==> config.mk <==
export PLATFORM = sky130hd
export DESIGN_NAME = conv_kxk_mc
export DESIGN_NICKNAME = d
export VERILOG_FILES = /design/src/rtl/conv_kxk_mc.sv
export SDC_FILE = /design/constraint.sdc
export NUM_CORES = 2
export LEC_CHECK = 0
export ABC_AREA = 1
export ABC_CLOCK_PERIOD_IN_PS = 13670
export BUFFER_PORTS_ARGS = -buffer_cell sky130_fd_sc_hd__clkbuf_2
export CAP_MARGIN = 10
export CORE_MARGIN = 4
export CORE_UTILIZATION = 26
export CTS_BUF_LIST = sky130_fd_sc_hd__clkbuf_16
export DETAILED_ROUTE_END_ITERATION = 12
export PLACE_DENSITY_LB_ADDON = 0.3
export SLEW_MARGIN = 20
export SYNTH_ARGS = -nofsm -noshare
export SYNTH_HDL_FRONTEND = slang
export SYNTH_SLANG_ARGS = --single-unit
==> constraint.sdc <==
create_clock -name clk -period 13.67 [get_ports clk]
set_clock_uncertainty 0.15 [all_clocks]
set_input_delay 3.4175 -clock clk [delete_from_list [all_inputs] [get_ports clk]]
set_output_delay 3.4175 -clock clk [all_outputs]
set_load 0.01 [all_outputs]
==> src/rtl/conv_kxk_mc.sv <==
// Multi-channel KxK convolution: accumulates IN_CH window beats plus bias into one result.
// Define CONV_KXK_RELU_EN to clamp negative results to zero on the way to conv_value.

module conv_kxk_mc_tap #(
   parameter int BIT_WIDTH = 8,
   parameter int OUT_WIDTH = 32
) (
   input  logic [BIT_WIDTH-1:0] pix,
   input  logic [BIT_WIDTH-1:0] wgt,
   output logic [OUT_WIDTH-1:0] prod
);
   logic signed [2*BIT_WIDTH-1:0] p;

   assign p    = $signed(pix) * $signed(wgt);
   assign prod = OUT_WIDTH'(p);
endmodule

module conv_kxk_mc #(
   parameter int BIT_WIDTH = 8,
   parameter int OUT_WIDTH = 32,
   parameter int K         = 3,
   parameter int IN_CH     = 6,
   localparam int TAPS     = K * K,
   localparam int CW       = (IN_CH > 1) ? $clog2(IN_CH) : 1
) (
   input  logic                      clk,
   input  logic                      rst,
   input  logic                      in_valid,
   output logic                      in_ready,
   input  logic [TAPS*BIT_WIDTH-1:0] pix,
   input  logic [TAPS*BIT_WIDTH-1:0] wgt,
   input  logic [BIT_WIDTH-1:0]      bias,
   output logic                      out_valid,
   input  logic                      out_ready,
   output logic [OUT_WIDTH-1:0]      conv_value,
   output logic [CW-1:0]             ch_idx
);
   logic [TAPS-1:0][OUT_WIDTH-1:0] prod;
   logic [OUT_WIDTH-1:0]           sum_c, bias_ext, acc_next, res_c;
   logic [OUT_WIDTH-1:0]           acc_q, acc_d, conv_value_q, conv_value_d;
   logic [CW-1:0]                  ch_idx_q, ch_idx_d;
   logic                           out_valid_q, out_valid_d;
   logic                           accept, last;

   for (genvar i = 0; i < TAPS; i++) begin : g_tap
      conv_kxk_mc_tap #(.BIT_WIDTH(BIT_WIDTH), .OUT_WIDTH(OUT_WIDTH)) u_tap (
         .pix  (pix[i*BIT_WIDTH +: BIT_WIDTH]),
         .wgt  (wgt[i*BIT_WIDTH +: BIT_WIDTH]),
         .prod (prod[i])
      );
   end

   always_comb begin
      sum_c = '0;
      for (int i = 0; i < TAPS; i++) sum_c = sum_c + prod[i];
   end

   assign bias_ext = OUT_WIDTH'($signed(bias));
   assign acc_next = ((ch_idx_q == '0) ? bias_ext : acc_q) + sum_c;

`ifdef CONV_KXK_RELU_EN
   assign res_c = acc_next[OUT_WIDTH-1] ? '0 : acc_next;
`else
   assign res_c = acc_next;
`endif

   // A single ready rule for every beat keeps the channel counter and output slot in lockstep.
   assign in_ready = !out_valid_q || out_ready;
   assign accept   = in_valid && in_ready;
   assign last     = (ch_idx_q == CW'(IN_CH - 1));

   always_comb begin
      acc_d        = acc_q;
      ch_idx_d     = ch_idx_q;
      conv_value_d = conv_value_q;
      out_valid_d  = out_valid_q;
      if (out_valid_q && out_ready) out_valid_d = 1'b0;
      if (accept) begin
         if (last) begin
            conv_value_d = res_c;
            out_valid_d  = 1'b1;
            ch_idx_d     = '0;
         end else begin
            acc_d    = acc_next;
            ch_idx_d = CW'(ch_idx_q + 1'b1);
         end
      end
   end

   always_ff @(posedge clk) begin
      if (rst) begin
         acc_q        <= '0;
         ch_idx_q     <= '0;
         conv_value_q <= '0;
         out_valid_q  <= 1'b0;
      end else begin
         acc_q        <= acc_d;
         ch_idx_q     <= ch_idx_d;
         conv_value_q <= conv_value_d;
         out_valid_q  <= out_valid_d;
      end
   end

   assign out_valid  = out_valid_q;
   assign conv_value = conv_value_q;
   assign ch_idx     = ch_idx_q;
endmodule
# --- Yosys cells after proc, flatten, opt, wreduce, memory -nomap -nowiden ---
# Index checks and enable logic that the tools add are counted.
word_totals:
  regBits: 68
  input_bits: 156
  output_inout_bits: 37
  elab_cells: 37
classes:
  addsub: 10
  multipliers: 9
  eq_ne: 1
  muxes: 5
  bitwise_logic: 1
  n_reduce_logical: 7
op_table:
  columns: ["operator", "count"]
  rows:
  - ["multiplier 8 x 8 -> 16 bit", 9]
  - ["adder 32 bit", 1]
  - ["2-to-1 mux 32 bit", 1]
  - ["adder 23 x 16 -> 24 bit", 1]
  - ["adder 22 x 16 -> 23 bit", 1]
  - ["adder 21 x 16 -> 22 bit", 1]
  - ["adder 20 x 16 -> 21 bit", 1]
  - ["adder 19 x 16 -> 20 bit", 1]
  - ["adder 18 x 16 -> 19 bit", 1]
  - ["adder 17 x 16 -> 18 bit", 1]
  - ["adder 16 x 16 -> 17 bit", 1]
  - ["AND reduction 2 bit", 2]
  - ["adder 3 x 1 -> 3 bit, second input constant", 1]
  - ["equality test 3 bit, second input constant", 1]
  - ["zero test 3 bit", 1]
  - ["2-to-1 mux 1 bit", 3]
  - ["2-to-1 mux 3 bit", 1]
  - ["logical AND 1 bit", 2]
  - ["zero test 1 bit", 1]
  - ["logical OR 1 bit", 1]
  - ["NOT 1 bit", 1]

# --- Longest topological paths before layout ---
depth:
  depth_word: 10
  mapped_depth: 47

# --- Hierarchy ---
# A second synthesis with hierarchy kept.
unflattened:
  cells_unflattened: 5059
  area_unflattened_um2: 36841.6
modules_own_cells:
  columns: ["mod", "n_inst", "cells_per_inst", "area_each_um2", "seq_area_each_um2"]
  rows:
  - ["conv_kxk_mc_tap (g_tap[0].u_tap ...)", 4, 407, 2846.5, 0.0]
  - ["conv_kxk_mc", 1, 1382, 11170.7, 1361.3]
  - ["conv_kxk_mc_tap (g_tap[6].u_tap ...)", 2, 415, 2875.3, 0.0]
  - ["conv_kxk_mc_tap (g_tap[4].u_tap)", 1, 410, 2861.5, 0.0]
  - ["conv_kxk_mc_tap (g_tap[8].u_tap)", 1, 405, 2839.0, 0.0]
  - ["conv_kxk_mc_tap (g_tap[5].u_tap)", 1, 404, 2834.0, 0.0]

# --- Worst setup path before layout ---
# OpenSTA, ideal clock, no wires.
synth_timing:
  kind: "input -> register"
  from: "input port wgt[48]"
  to: "register conv_value_q[29] (netlist: conv_value[29])"
  setup_ps: 109
  arrival_time_ps: 12133
  path_slack_ps: 1278
  path_stages: 42
  path_buffers: 1
  path_cell_list: "clkbuf_1 -> nand2_1 -> fa_1 -> inv_1 -> fa_1 -> fa_1 -> inv_1 -> fa_1 -> fa_1 -> inv_1 -> fa_1 -> fa_1 -> fa_1 -> fa_1 -> inv_1 -> fa_1 -> inv_1 -> ha_1 -> [... 6 more ...] -> a21boi_0 -> nor2_1 -> nor2_1 -> xnor2_1 -> ha_1 -> nand2_1 -> nor2_1 -> nand2_1 -> nor4_1 -> nand2_1 -> nand3_1 -> nand4_1 -> nand3_1 -> nand2_1 -> nand3_1 -> nand3_1 -> nand2_1 -> inv_1"
synth_via:
  elab_chain_len: 5
synth_lines:
  columns: ["item", "line", "rtl"]
  rows:
  - ["start: declaration", "31", "input logic [TAPS*BIT_WIDTH-1:0] wgt,"]
  - ["multiplier 8 x 8 -> 16 bit", "14", "assign p = $signed(pix) * $signed(wgt);"]
  - ["adder 21 x 16 -> 22 bit", "55", "for (int i = 0; i < TAPS; i++) sum_c = sum_c + prod[i];"]
  - ["adder 22 x 16 -> 23 bit", "55", null]
  - ["adder 23 x 16 -> 24 bit", "55", null]
  - ["adder 32 bit", "59", "assign acc_next = ((ch_idx_q == '0) ? bias_ext : acc_q) + sum_c;"]
  - ["end signal: assignment", "99", "conv_value_q <= conv_value_d;"]
  - ["end: declaration", "40", "logic [OUT_WIDTH-1:0] acc_q, acc_d, conv_value_q, conv_value_d;"]
# Every way passes these cells.
# A chain may end at the register's enable or synchronous reset.

# --- Worst setup path in the final report ---
layout_timing:
  from: "input port wgt[63]"
  to: "register conv_value_q[29] (netlist: conv_value[29])"
layout_via:
  elab_chain_len: 4
layout_lines:
  columns: ["item", "line"]
  rows:
  - ["multiplier 8 x 8 -> 16 bit", "14"]
  - ["adder 22 x 16 -> 23 bit", "55"]
  - ["adder 23 x 16 -> 24 bit", "55"]
  - ["adder 32 bit", "59"]
# Every way passes these cells.

==> impl_summary.log <==
[metrics] outcome: finished, final reports clean
[metrics] post-synthesis sequential element count: 68
[metrics] RSZ-0062 raised after global routing: false
[metrics] hold path startpoint: conv_value[2]$_SDFFE_PP0P_
[metrics] Max stage delay on crit path: 0.59 ns
[metrics] antenna violations before repair: 21
[metrics] average routed wire per standard cell: 16.4 um
[metrics] average via count per standard cell: 4.07
[metrics] CP most frequent cell: fa_1
[metrics] vias in the first global route: 24000
[metrics] fraction of the yosys area taken by sequential cells: 0.0435
[metrics] initial DRC count: 1200
[metrics] Initial Util: 0.261
[metrics] fraction of the mapped netlist area in simple logic gates: 0.122
[metrics] Crit path required time: 13.76 ns
[metrics] final estimated routing congestion in global placement: 0.890
[metrics] Setup Fix Bufs, Post-CTS: 0
[metrics] Hold/Removal Path Class: flop to flop
[metrics] proportion of synthesized flip-flops having asynchronous set or reset: 0
[metrics] type of destination of the critical path: flop
[metrics] grt total ovfl: 0
[metrics] final period utilization: 0.961
[metrics] instance count of the mapped netlist: 3800
[metrics] maximum clock rate: 76.1 MHz
[metrics] Worst Setup SP: wgt[63]
[metrics] GRT Util Overall: 0.148
[metrics] I/O pin count: 193
[metrics] Placement Cell Area: 33900 sq um
[metrics] largest area contributor in the synthesized netlist: fa_1
[metrics] Arr. time, crit path: 13.22 ns
[metrics] post-place setup slack: 0.0579 ns
[metrics] adder-cell share of the synthesized area: 0.607
[metrics] area fraction of the dominant cell type after synthesis: 0.517
[metrics] Min Clock Period, post-route: 13.13 ns
[metrics] Setup TNS: 0 ns
[metrics] fraction of layout instances using a drive strength above 1: 0.0786
[metrics] kind of start point of the critical path: input port
[metrics] internal reg-to-reg setup slack: 9.31 ns
[metrics] I/O Buffers: 192
[metrics] Die Height: 355 um
[metrics] Die Outline Area: 126000 sq um
[metrics] hold-fix buffers at CTS: 0
[metrics] slew margin rel.: 0.316
[metrics] number of distinct library cells after synthesis: 40
[metrics] relative area change from synthesis to final layout: 9.71%
[metrics] Synth area leaders: fa_1 (52%), inv_1 (16%), ha_1 (9.0%)
[metrics] maximum fanout count along the critical path: 8
[metrics] post-synthesis compound-gate area fraction: 0.0324
[metrics] combinational family with the most area after synthesis: adder cells
[metrics] wire length of the first global-routing pass: 143000 um
[metrics] clock tree sinks: 68
[metrics] clock insertion delay at the later pin of the skew report: 0.34 ns
[metrics] startpoint of the worst register-to-register path: ch_idx[2]$_SDFFE_PP0P_
[metrics] slowest stage cell, crit path: fa_1
[metrics] share of the synthesized netlist area taken by xor and xnor gates: 0.0129
[metrics] vias after detailed routing: 22400
[metrics] H-tree depth reported by CTS: 3
[metrics] Final Hold Violating Endpoints: 0
[metrics] total of cells resized after clock tree synthesis: 0
[metrics] Clock Pin Slew Worst Setup and Hold Paths: 0.06 ns
[metrics] number of nets produced by synthesis: 4991
[metrics] final WL: 90400 um
[metrics] post-route design area: 34400 sq um
[metrics] clock tree root driver cell: clkbuf_16
[metrics] Bufs and invs on worst path: 10
[metrics] largest net degree at the start of global routing: 58
[metrics] clk buf depth: 2
[metrics] number of max-cap violations: 0
[metrics] HPWL after DPL: 84600 um
[metrics] Worst Slack Setup Final: 0.536 ns
[metrics] worst hold-check slack: 0.329 ns
[metrics] TritonCTS clock tree: done
[metrics] number of design rule violations left after detail routing: 0
[metrics] count of flip-flops with a built-in enable after synthesis: 0
[metrics] nets: 5067
[metrics] number of setup violations in the final report: 0
[metrics] warnings from Yosys: 0
[metrics] cell area after synthesis: 31300 sq um
[metrics] floorplan die width: 355 um
[metrics] Final Max Tran Viols: 0
[metrics] synthesized area per cell: 8.24 sq um
[metrics] Most used DFF post-synth: dfxtp_1
[metrics] number of CTS-inserted buffers: 9
[metrics] largest delay contributor family on the critical path: adder cells
[metrics] crit path kind: input port to flop
[metrics] transition time at the pin with the least slew margin: 1.03 ns
[metrics] number of rows in the core area: 127
[metrics] core area: 120000 sq um
[metrics] mux cell area share after synthesis: 0
[metrics] Final ANT Viol Nets: 0
[metrics] first-pass iteration count of the detailed router: 5
synth_stat cells (2+ instances only):
cell type,n
inv_1,1346
fa_1,809
nand2_1,650
ha_1,226
nor2_1,191
clkbuf_1,156
o21ai_0,90
dfxtp_1,68
a21oi_1,54
nand3_1,43
or2_2,27
xor2_1,26
xnor2_1,20
o21ai_1,10
a21o_1,9
a31oi_1,9
nand4_1,9
inv_2,8
nand2_2,7
nand3_2,6
o211ai_1,5
o21ai_2,5
nand3b_1,3
a21boi_1,2
buf_2,2
clkinv_1,2
nor2_2,2
nor3_1,2
nor4_1,2
per-layer routing:
| metal | GRT usage | share of wire | routed length, um |
|---|---|---|---|
| met1 | 0.205 | 0.44 | 40100 |
| met2 | 0.253 | 0.49 | 44700 |
| met3 | 0.0177 | 0.046 | 4180 |
| met4 | 0.0229 | 0.015 | 1390 |
| met5 | 0 | 0.00064 | 58 |
logic make-up after synthesis:
kind of cell / Yosys count
buffers and inverters: 1517
AND/OR/NAND/NOR: 947
flip-flops: 68
AO/OA/AOI/OAI: 187
XOR/XNOR: 46
adder cells (fa/ha/maj): 1035
worst paths after layout:
kind | endpoint | cells past startpoint
worst min-delay path | conv_value[2]$_SDFFE_PP0P_ | 2
worst min register to register | conv_value[2]$_SDFFE_PP0P_ | 2
worst max register to register | conv_value[29]$_SDFFE_PP0P_ | 22
worst max-delay path | conv_value[29]$_SDFFE_PP0P_ | 43
layout make-up:
class,count,area [sq um]
timing repair buffer,225,1210
multi-input combinational,2215,24300
clock buffer,9,225
clock inverter,7,146
sequential,68,1360
antenna,15,37.5
tap,1612,2020
fill,13000,85400
inverter,1357,5100
cell usage in the layout (no fill, tap or decap), types with 43 or more instances in the layout:
cell type and n:
inv_1 1346, fa_1 808, nand2_1 650, ha_1 226, clkbuf_2 192, nor2_1 189, o21ai_0 90, dfxtp_1 68
a21oi_1 53, nand3_1 43
worst register-to-register path, cell delays in order (launching register included):
cell and delay, ns:
dfxtp_1 0.35, nor2_2 0.12, inv_2 0.07, nor2_8 0.46
inv_4 0.10, or2_1 0.61, o21ai_0 0.25, inv_1 0.07
ha_1 0.37, nand2_1 0.24, inv_1 0.07, a21oi_1 0.30
o21ai_0 0.19, nand3_1 0.10, nand3_1 0.14, nand4_1 0.16
nand3_1 0.11, nand2_1 0.11, nand2_1 0.06, nand2_1 0.07
nand3_1 0.06, nand2_1 0.08, inv_1 0.04
per-stage QoR:
stage                     utilization  instances
after floorplan                     -       3800
after CTS                       0.286       5493
after global placement          0.283       5477
after detailed placement        0.283       5477
final                           0.287       5508
after global routing            0.287       5499
state kept, by name, summed over array words and instances (netlist names):
signal	flops
conv_value	32
acc_q	32
out_valid	1
ch_idx	3
Power is not shown: default switching activity piles up to over one toggle a cycle in this logic, so the estimate is an artifact.
